## config.mk

```make
export PLATFORM = sky130hd
export DESIGN_NAME = rs232_rx_oversampler
export DESIGN_NICKNAME = d
export VERILOG_FILES = /design/src/rtl/rs232_pkg.sv /design/src/rtl/rs232_sync2.sv /design/src/rtl/rs232_rx_oversampler.sv
export SDC_FILE = /design/constraint.sdc
export NUM_CORES = 1
export LEC_CHECK = 0
export ABC_AREA = 1
export BUFFER_PORTS_ARGS = -buffer_cell sky130_fd_sc_hd__buf_2
export CORE_MARGIN = 3
export CORE_UTILIZATION = 57
export DETAILED_ROUTE_END_ITERATION = 8
export GPL_TIMING_DRIVEN = 0
export PLACE_DENSITY = 0.86
export SKIP_CTS_REPAIR_TIMING = 1
export SYNTH_ARGS = -nofsm -noshare
export SYNTH_HDL_FRONTEND = slang
export SYNTH_SLANG_ARGS = --single-unit
```

## constraint.sdc

```tcl
create_clock -name clk -period 1.7 [get_ports clk]
set_input_delay 0.255 -clock clk [delete_from_list [all_inputs] [get_ports clk]]
set_output_delay 0.255 -clock clk [all_outputs]
set_load 0.02 [all_outputs]
```

## src/rtl/rs232_pkg.sv

```systemverilog
// Shared definitions for the RS-232 line receivers: FSM states, line levels, vote helper.
// Latency: none (declarations only).
// Backpressure: not applicable.
package rs232_pkg;

  typedef enum logic [2:0] {
    IDLE  = 3'd0,
    START = 3'd1,
    DATA  = 3'd2,
    STOP  = 3'd3,
    BREAK = 3'd4
  } state_t;

  localparam logic START_LVL = 1'b0;
  localparam logic STOP_LVL  = 1'b1;
  localparam logic IDLE_LVL  = 1'b1;
  localparam int   DATA_BITS = 8;

  // Majority of three samples; a single-cycle disturbance cannot flip the result.
  function automatic logic maj3(input logic a, input logic b, input logic c);
    return (a & b) | (a & c) | (b & c);
  endfunction

endpackage

```

## src/rtl/rs232_sync2.sv

```systemverilog
// Two-flop synchroniser for an asynchronous serial line input.
// Latency: 2 clk cycles from d to q.
// Backpressure: none; resets to the idle line level so no edge is seen on release.
module rs232_sync2 (
  input  logic clk,
  input  logic rst,
  input  logic d,
  output logic q
);
  import rs232_pkg::*;

  logic meta;

  // Resolve metastability on the first flop, present a clean level on the second.
  always_ff @(posedge clk or posedge rst) begin
    if (rst) begin
      meta <= IDLE_LVL;
      q    <= IDLE_LVL;
    end else begin
      meta <= d;
      q    <= meta;
    end
  end

endmodule

```

## src/rtl/rs232_rx_oversampler.sv

```systemverilog
// Oversampling 8N1 receiver with 3-point mid-bit majority vote and a one-entry output register.
// Latency: byte valid 9*CLKS_PER_BIT+MID+2 cycles after the start edge is detected.
// Backpressure: rx_valid/rx_ready; a byte completing while the register is held is dropped with overrun.
module rs232_rx_oversampler #(
  parameter int CLKS_PER_BIT = 16,
  parameter int DATA_BITS    = rs232_pkg::DATA_BITS
) (
  input  logic                 clk,
  input  logic                 rst,
  input  logic                 rx_in,
  output logic [DATA_BITS-1:0] rx_data,
  output logic                 rx_valid,
  input  logic                 rx_ready,
  output logic                 frame_err,
  output logic                 overrun,
  output logic                 busy
);
  import rs232_pkg::*;

  // CLKS_PER_BIT must be at least 4 so the three sample points fit inside one bit.
  localparam int MID = CLKS_PER_BIT / 2;
  localparam int CW  = $clog2(CLKS_PER_BIT);
  localparam int IW  = $clog2(DATA_BITS);

  localparam logic [CW-1:0] CNT_LAST = CW'(CLKS_PER_BIT - 1);
  localparam logic [CW-1:0] SMP_A    = CW'(MID - 1);
  localparam logic [CW-1:0] SMP_B    = CW'(MID);
  localparam logic [CW-1:0] SMP_VOTE = CW'(MID + 1);
  localparam logic [IW-1:0] IDX_LAST = IW'(DATA_BITS - 1);

  state_t                 state;
  logic                   sync;
  logic                   prev;
  logic [CW-1:0]          cnt;
  logic [IW-1:0]          idx;
  logic                   smp_a;
  logic                   smp_b;
  logic [DATA_BITS-1:0]   shreg;
  logic                   vote;
  logic                   at_vote;

  rs232_sync2 u_sync (
    .clk (clk),
    .rst (rst),
    .d   (rx_in),
    .q   (sync)
  );

  // Third sample is the live synchronised level at the vote point.
  assign vote    = maj3(smp_a, smp_b, sync);
  assign at_vote = (cnt == SMP_VOTE);

  // Frame FSM, bit timing, sampling and the output holding register.
  always_ff @(posedge clk or posedge rst) begin
    if (rst) begin
      state     <= IDLE;
      prev      <= IDLE_LVL;
      cnt       <= '0;
      idx       <= '0;
      smp_a     <= 1'b0;
      smp_b     <= 1'b0;
      shreg     <= '0;
      rx_data   <= '0;
      rx_valid  <= 1'b0;
      frame_err <= 1'b0;
      overrun   <= 1'b0;
      busy      <= 1'b0;
    end else begin
      prev      <= sync;
      frame_err <= 1'b0;
      overrun   <= 1'b0;

      if (rx_valid && rx_ready) begin
        rx_valid <= 1'b0;
      end

      // Bit timer free-runs across bit boundaries once a frame is in progress.
      if (state != IDLE) begin
        cnt <= (cnt == CNT_LAST) ? '0 : cnt + 1'b1;
      end

      if (cnt == SMP_A) smp_a <= sync;
      if (cnt == SMP_B) smp_b <= sync;

      case (state)
        IDLE: begin
          cnt <= '0;
          if (prev == IDLE_LVL && sync == START_LVL) begin
            state <= START;
            busy  <= 1'b1;
          end
        end

        START: begin
          if (at_vote) begin
            if (vote == START_LVL) begin
              state <= DATA;
              idx   <= '0;
            end else begin
              // Glitch shorter than half a bit: quietly abandon.
              state <= IDLE;
              busy  <= 1'b0;
            end
          end
        end

        DATA: begin
          if (at_vote) begin
            shreg[idx] <= vote;
            idx        <= idx + 1'b1;
            if (idx == IDX_LAST) begin
              state <= STOP;
            end
          end
        end

        STOP: begin
          if (at_vote) begin
            if (vote == STOP_LVL) begin
              // Leave at mid stop bit so a start bit right behind it is caught.
              state <= IDLE;
              busy  <= 1'b0;
              if (!rx_valid || rx_ready) begin
                rx_data  <= shreg;
                rx_valid <= 1'b1;
              end else begin
                overrun <= 1'b1;
              end
            end else begin
              frame_err <= 1'b1;
              state     <= BREAK;
            end
          end
        end

        BREAK: begin
          // Hold off until the line returns high so a long low gives one error.
          if (sync == IDLE_LVL) begin
            state <= IDLE;
            busy  <= 1'b0;
          end
        end

        default: begin
          state <= IDLE;
          busy  <= 1'b0;
        end
      endcase
    end
  end

endmodule

```

# Yosys cells after proc, flatten, opt, wreduce, memory -nomap -nowiden
# Index checks and enable logic that the tools add are counted.
# classes
magnitude_cmp	2
n_bitwise	7
reduce_logical	15
n_mux	36
add_sub_neg	2
n_eq_ne	18
# ops
cell	n
$mux W3	10
$mux W1	17
$pmux W3 S5	1
$eq A4 B4 Y1 const B	3
$mux W4	3
$ne A2 B2 Y1 const B	6
$bwmux W8	1
$reduce_and A4 Y1	2
$eq A3 B2 Y1 const B	2
$eq A3 B3 Y1 const B	2
$ne A2 B1 Y1 const B	3
$pmux W3 S2	1
$reduce_and A6 Y1	1
$reduce_and A5 Y1	1
$add A4 B1 Y4 const B	1
$eq A4 B3 Y1 const B	1
$lt A3 B4 Y1 const B	1
$pmux W1 S4	1
$reduce_bool A2 Y1	2
$add A3 B1 Y3 const B	1
$and A1 B1 Y1	3
$demux W1 S3	1
$eq A3 B1 Y1 const B	1
$ge A3 B1 Y1 const B	1
10 further kinds	14
# word_totals
register_bits	35
output_inout_bits	12
word_cells	94
input_bits	4

# Longest topological paths before layout
# depth
depth_word	6
depth_mapped	9
depth_no_buf	9

# Cells and area by module
# Synthesis repeated with hierarchy kept, for this count alone.
# hier_totals
hier_cells	185
hier_area_um2	1645.3
# by_module_without_submodules
mod	area_each_um2	cells_each	instances
rs232_rx_oversampler	1589.0	182	1
rs232_sync2	56.3	3	1

# Least setup slack after synthesis
# OpenSTA, ideal clock, no wires.
# synth_timing
kind	flip-flop to flip-flop
start	register cnt[1]
end	register rx_data[1]
path_buffers	1
slack_ns	0.362
period_less_slack_ns	1.338
path_stages_with_launch	9
arrival_time_ns	1.221
path_cell_list	dfrtp_1 inv_1 ha_1 nand3_4 inv_2 nand3_4 buf_6 nand2_2 o21ai_2
# synth_via
elab_chain_cells	2
# synth_rtl
item	line_no	rtl
from (decl)	rs232_rx_oversampler.sv:34	logic [CW-1:0] cnt;
from (signal assigned)	rs232_rx_oversampler.sv:79	cnt <= (cnt == CNT_LAST) ? '0 : cnt + 1'b1;
$eq A4 B4 Y1	rs232_rx_oversampler.sv:51	assign at_vote = (cnt == SMP_VOTE);
$reduce_and A4 Y1 (no line)	-	
to (signal assigned)	rs232_rx_oversampler.sv:124	rx_data <= shreg;
to (decl)	rs232_rx_oversampler.sv:11	output logic [DATA_BITS-1:0] rx_data,
# No other way between the ends.
# A chain may end at the register's enable or synchronous reset.

# Worst setup path in the final report
# layout_timing
start	register cnt[1]
end	register rx_data[2]
# The elaborated chain is that of the path after synthesis.

==> results.txt <==
- Power comes to 2.19 mW.
- Die X: 60.4 um
- The clock net in this run drives a total of 35 sinks.
- The first routing iteration left 38 violations.
- TritonCTS clock tree: done
- Vertical die dimension: 60.4 um
* Number of clock buffers inserted by TritonCTS: 5
- DIE AREA: 3640 um2
- The endpoint identified for the worst register-to-register timing path is rx_data[2].
- Number of routed nets with antenna violations: 0
- Standard-cell row count: 19
- Proportion of layout cells with a drive suffix above 1: 0.271
- The Yosys step of the flow raised 0 warnings.
* Post-Route Utilization: 0.682
- Buffer cell driving the clock tree root: sky130_fd_sc_hd__clkbuf_4
- Global-route wire length before repair: 4770 um
- TNS Setup: 0 ns
* Final weighted congestion of routability-driven global placement: 0.777
* Net count after synthesis: 197
* Max-cap viol count: 0
- Class of the most critical hold timing path: in2reg
- The worst-case IR drop observed on VDD is 1.07 mV.
- For the final database, setup skew stands at 0.0119 ns.
- The worst path in the final design needs a cycle of 1.47 ns, including I/O delays and setup.
- Worst Max-Slew Pin Slew: 0.408 ns
- Vias per std cell: 4.94
* Tightest hold margin: 0.234 ns
- Power density normalized to cell area: 1150 nW/um2
- Dividing the detail-routed wire length by the instance count gives 11.1 um.
- In this run, synthesis produced a sequential element count of 35.
* Combined global-route utilization of all metal layers: 0.179
- The via count of the first global-routing pass came to 1173.
* Required arrival time at the worst endpoint: 1.93 ns
- Of the post-synthesis cell area, the dominant cell type holds 0.475.
- Commonest cells after routing, fill and taps aside: 47 x sky130_fd_sc_hd__nand2_1, 32 x sky130_fd_sc_hd__dfrtp_1, 28 x sky130_fd_sc_hd__inv_1, 15 x sky130_fd_sc_hd__buf_2, 13 x sky130_fd_sc_hd__nor2_1
* Max Fanout on Critical Path: 10
- Diode count: 0
* Clock-pin slew on the worst setup and hold paths: 0.10 ns
* Final Hold Fails: 0
- The worst setup path is of the reg2reg kind.
- Combined area of all synthesized cells: 1680 um2
* Area contributors post-synth: sky130_fd_sc_hd__dfrtp_1 48%, sky130_fd_sc_hd__nand2_1 10%, sky130_fd_sc_hd__inv_1 6.5%, sky130_fd_sc_hd__dfstp_2 4.7%, sky130_fd_sc_hd__o21ai_2 4.2%
* Max Root-Sink Buffers: 2
* Vias: 1210
* Number of design rule violations left after detail routing: 0
- Data arrival, critical path: 1.70 ns
* Post-Synthesis Cells: 188
* Placeable core region: 2780 um2
- The number of pins exceeding their max-slew limit in the final report is 0.
- Summed over all cells, the static leakage comes to 1.01 nW.
- Register area: 880 um2
* Multi-input logic area: 666 um2
* Netlist cell types: 22
* Detailed placement HPWL: 2020 um
- STA classifies the critical path endpoint as a flop.
- Critical path origin: cnt[1]
- Hold path cells: 4
* Proportion of synthesized chip area in sequential cells: 0.522
* Worst Hold Launch: rx_ready
- Leaving out fill and tap cells, the most frequent cell in the layout is sky130_fd_sc_hd__nand2_1.
- H-tree depth: 2
- The startpoint identified for the worst register-to-register timing path is cnt[1].
- Total Wirelength: 2730 um
- Cell area after placement: 1800 um2
- For the worst flop-to-flop path, the logic depth is 8.
- The number of antenna violations at the first check in global routing is 0.
- CP Launch Type: flop
- Clock insertion delay at the later pin of the skew report: 0.34 ns
* Result of the run: completed
- With fillers left out, the area of the finished cells amounts to 1900 um2.
* Fmax achieved: 681 MHz
* Pin count of the biggest net entering global routing: 36
- Total overflow reported by the global router: 0
* Synthesized area per cell: 8.96 um2
* Area overhead of the layout relative to synthesis: 12.7%
- Relative slew slack: 0.726
- Number of optimization iterations in the first detailed-route pass: 4
- End point of the worst hold path: rx_valid
- The initial utilization of the core area, before any placement, comes to 0.605.
- IO Count: 16
* Tcrit/Tclk final: 0.864
* Setup repair after global routing missed its margin: false
- Layout net count: 222
* Filler cells: 213
- Area leader, netlist: sky130_fd_sc_hd__dfrtp_1
* Setup-failing EPs final: 0
- In this run the tool buffered the top-level ports with 15 buffer cells.
- R2R Setup Slk: 0.23 ns
## worst max-delay path, cell delays in order, from the launching register on
cell	delay [ns]
sky130_fd_sc_hd__dfrtp_1	0.40
sky130_fd_sc_hd__inv_1	0.08
sky130_fd_sc_hd__ha_1	0.20
sky130_fd_sc_hd__nand3_4	0.14
sky130_fd_sc_hd__inv_2	0.13
sky130_fd_sc_hd__nand3_4	0.12
sky130_fd_sc_hd__buf_6	0.18
sky130_fd_sc_hd__nand2_2	0.06
sky130_fd_sc_hd__o21ai_2	0.04
## layout make-up
| cell class | count | area share |
|---|---|---|
| multi-input combinational | 118 | 0.351 |
| sequential | 35 | 0.463 |
| timing repair buffer | 18 | 0.0646 |
| clock inverter | 3 | 0.00791 |
| buffer | 1 | 0.00593 |
| inverter | 34 | 0.0672 |
| clock buffer | 5 | 0.0198 |
| tap | 31 | 0.0204 |
## power breakdown
group | internal [mW] | switching, mW | leakage [nW] | total, mW
registers | 0.958 | 0.131 | 0.462 | 1.09
logic | 0.229 | 0.453 | 0.511 | 0.682
clock network | 0.154 | 0.264 | 0.0347 | 0.417
## cells in the mapped netlist (all sizes together)
cell / n
inv: 34
nor2: 21
dfrtp: 32
nand3: 13
a31oi: 1
ha: 5
nor3: 2
xor2: 1
nand2: 54
a21oi: 2
dfstp: 3
o21ai: 19
buf: 1
## metrics by stage
step	worst slack [ns]	instances
finish	0.232	245
global route	0.127	245
CTS	0.209	242
detailed placement	0.220	234
global placement	0.221	234
floorplan	0.362	188
## worst max-delay path by stage
| stage | end | slack, ns | cells past startpoint |
|---|---|---|---|
| floorplan | rx_data[1] | 0.36 | 8 |
| global placement | idx[0] | 0.22 | 2 |
| detailed placement | rx_data[1] | 0.22 | 8 |
| CTS | rx_data[1] | 0.21 | 8 |
| global route | rx_data[1] | 0.13 | 8 |
| finish | rx_data[2] | 0.23 | 8 |
## layer usage
| layer | up-vias | part of all wire | wire length [um] | global-route usage |
|---|---|---|---|---|
| met5 | - | 0 | 0 | 0 |
| met4 | 0 | 0.019 | 52 | 0.111 |
| met3 | 7 | 0.043 | 117 | 0.0404 |
| met2 | 17 | 0.46 | 1260 | 0.290 |
| met1 | 555 | 0.48 | 1300 | 0.218 |
| li1 | 631 | - | - | - |
## sequential cells by signal (all words and copies together), names as in the netlist
register and cells:
state 3, cnt 4, shreg 8, u_sync.q 1
busy 1, prev 1, smp_a 1, smp_b 1
idx 3, rx_data 8, frame_err 1, u_sync.meta 1
overrun 1, rx_valid 1
## cell families (layout without fill, tap and decap cells)
group	Yosys count	count (layout)	synth area share
AO/OA/AOI/OAI	22	22	0.0840
XOR/XNOR	1	1	0.00520
adder cells (fa/ha/maj)	5	5	0.0371
buffers and inverters	35	61	0.0825
flip-flops	35	35	0.522
AND/OR/NAND/NOR	90	90	0.269
Power figures use the tool's default switching activity.
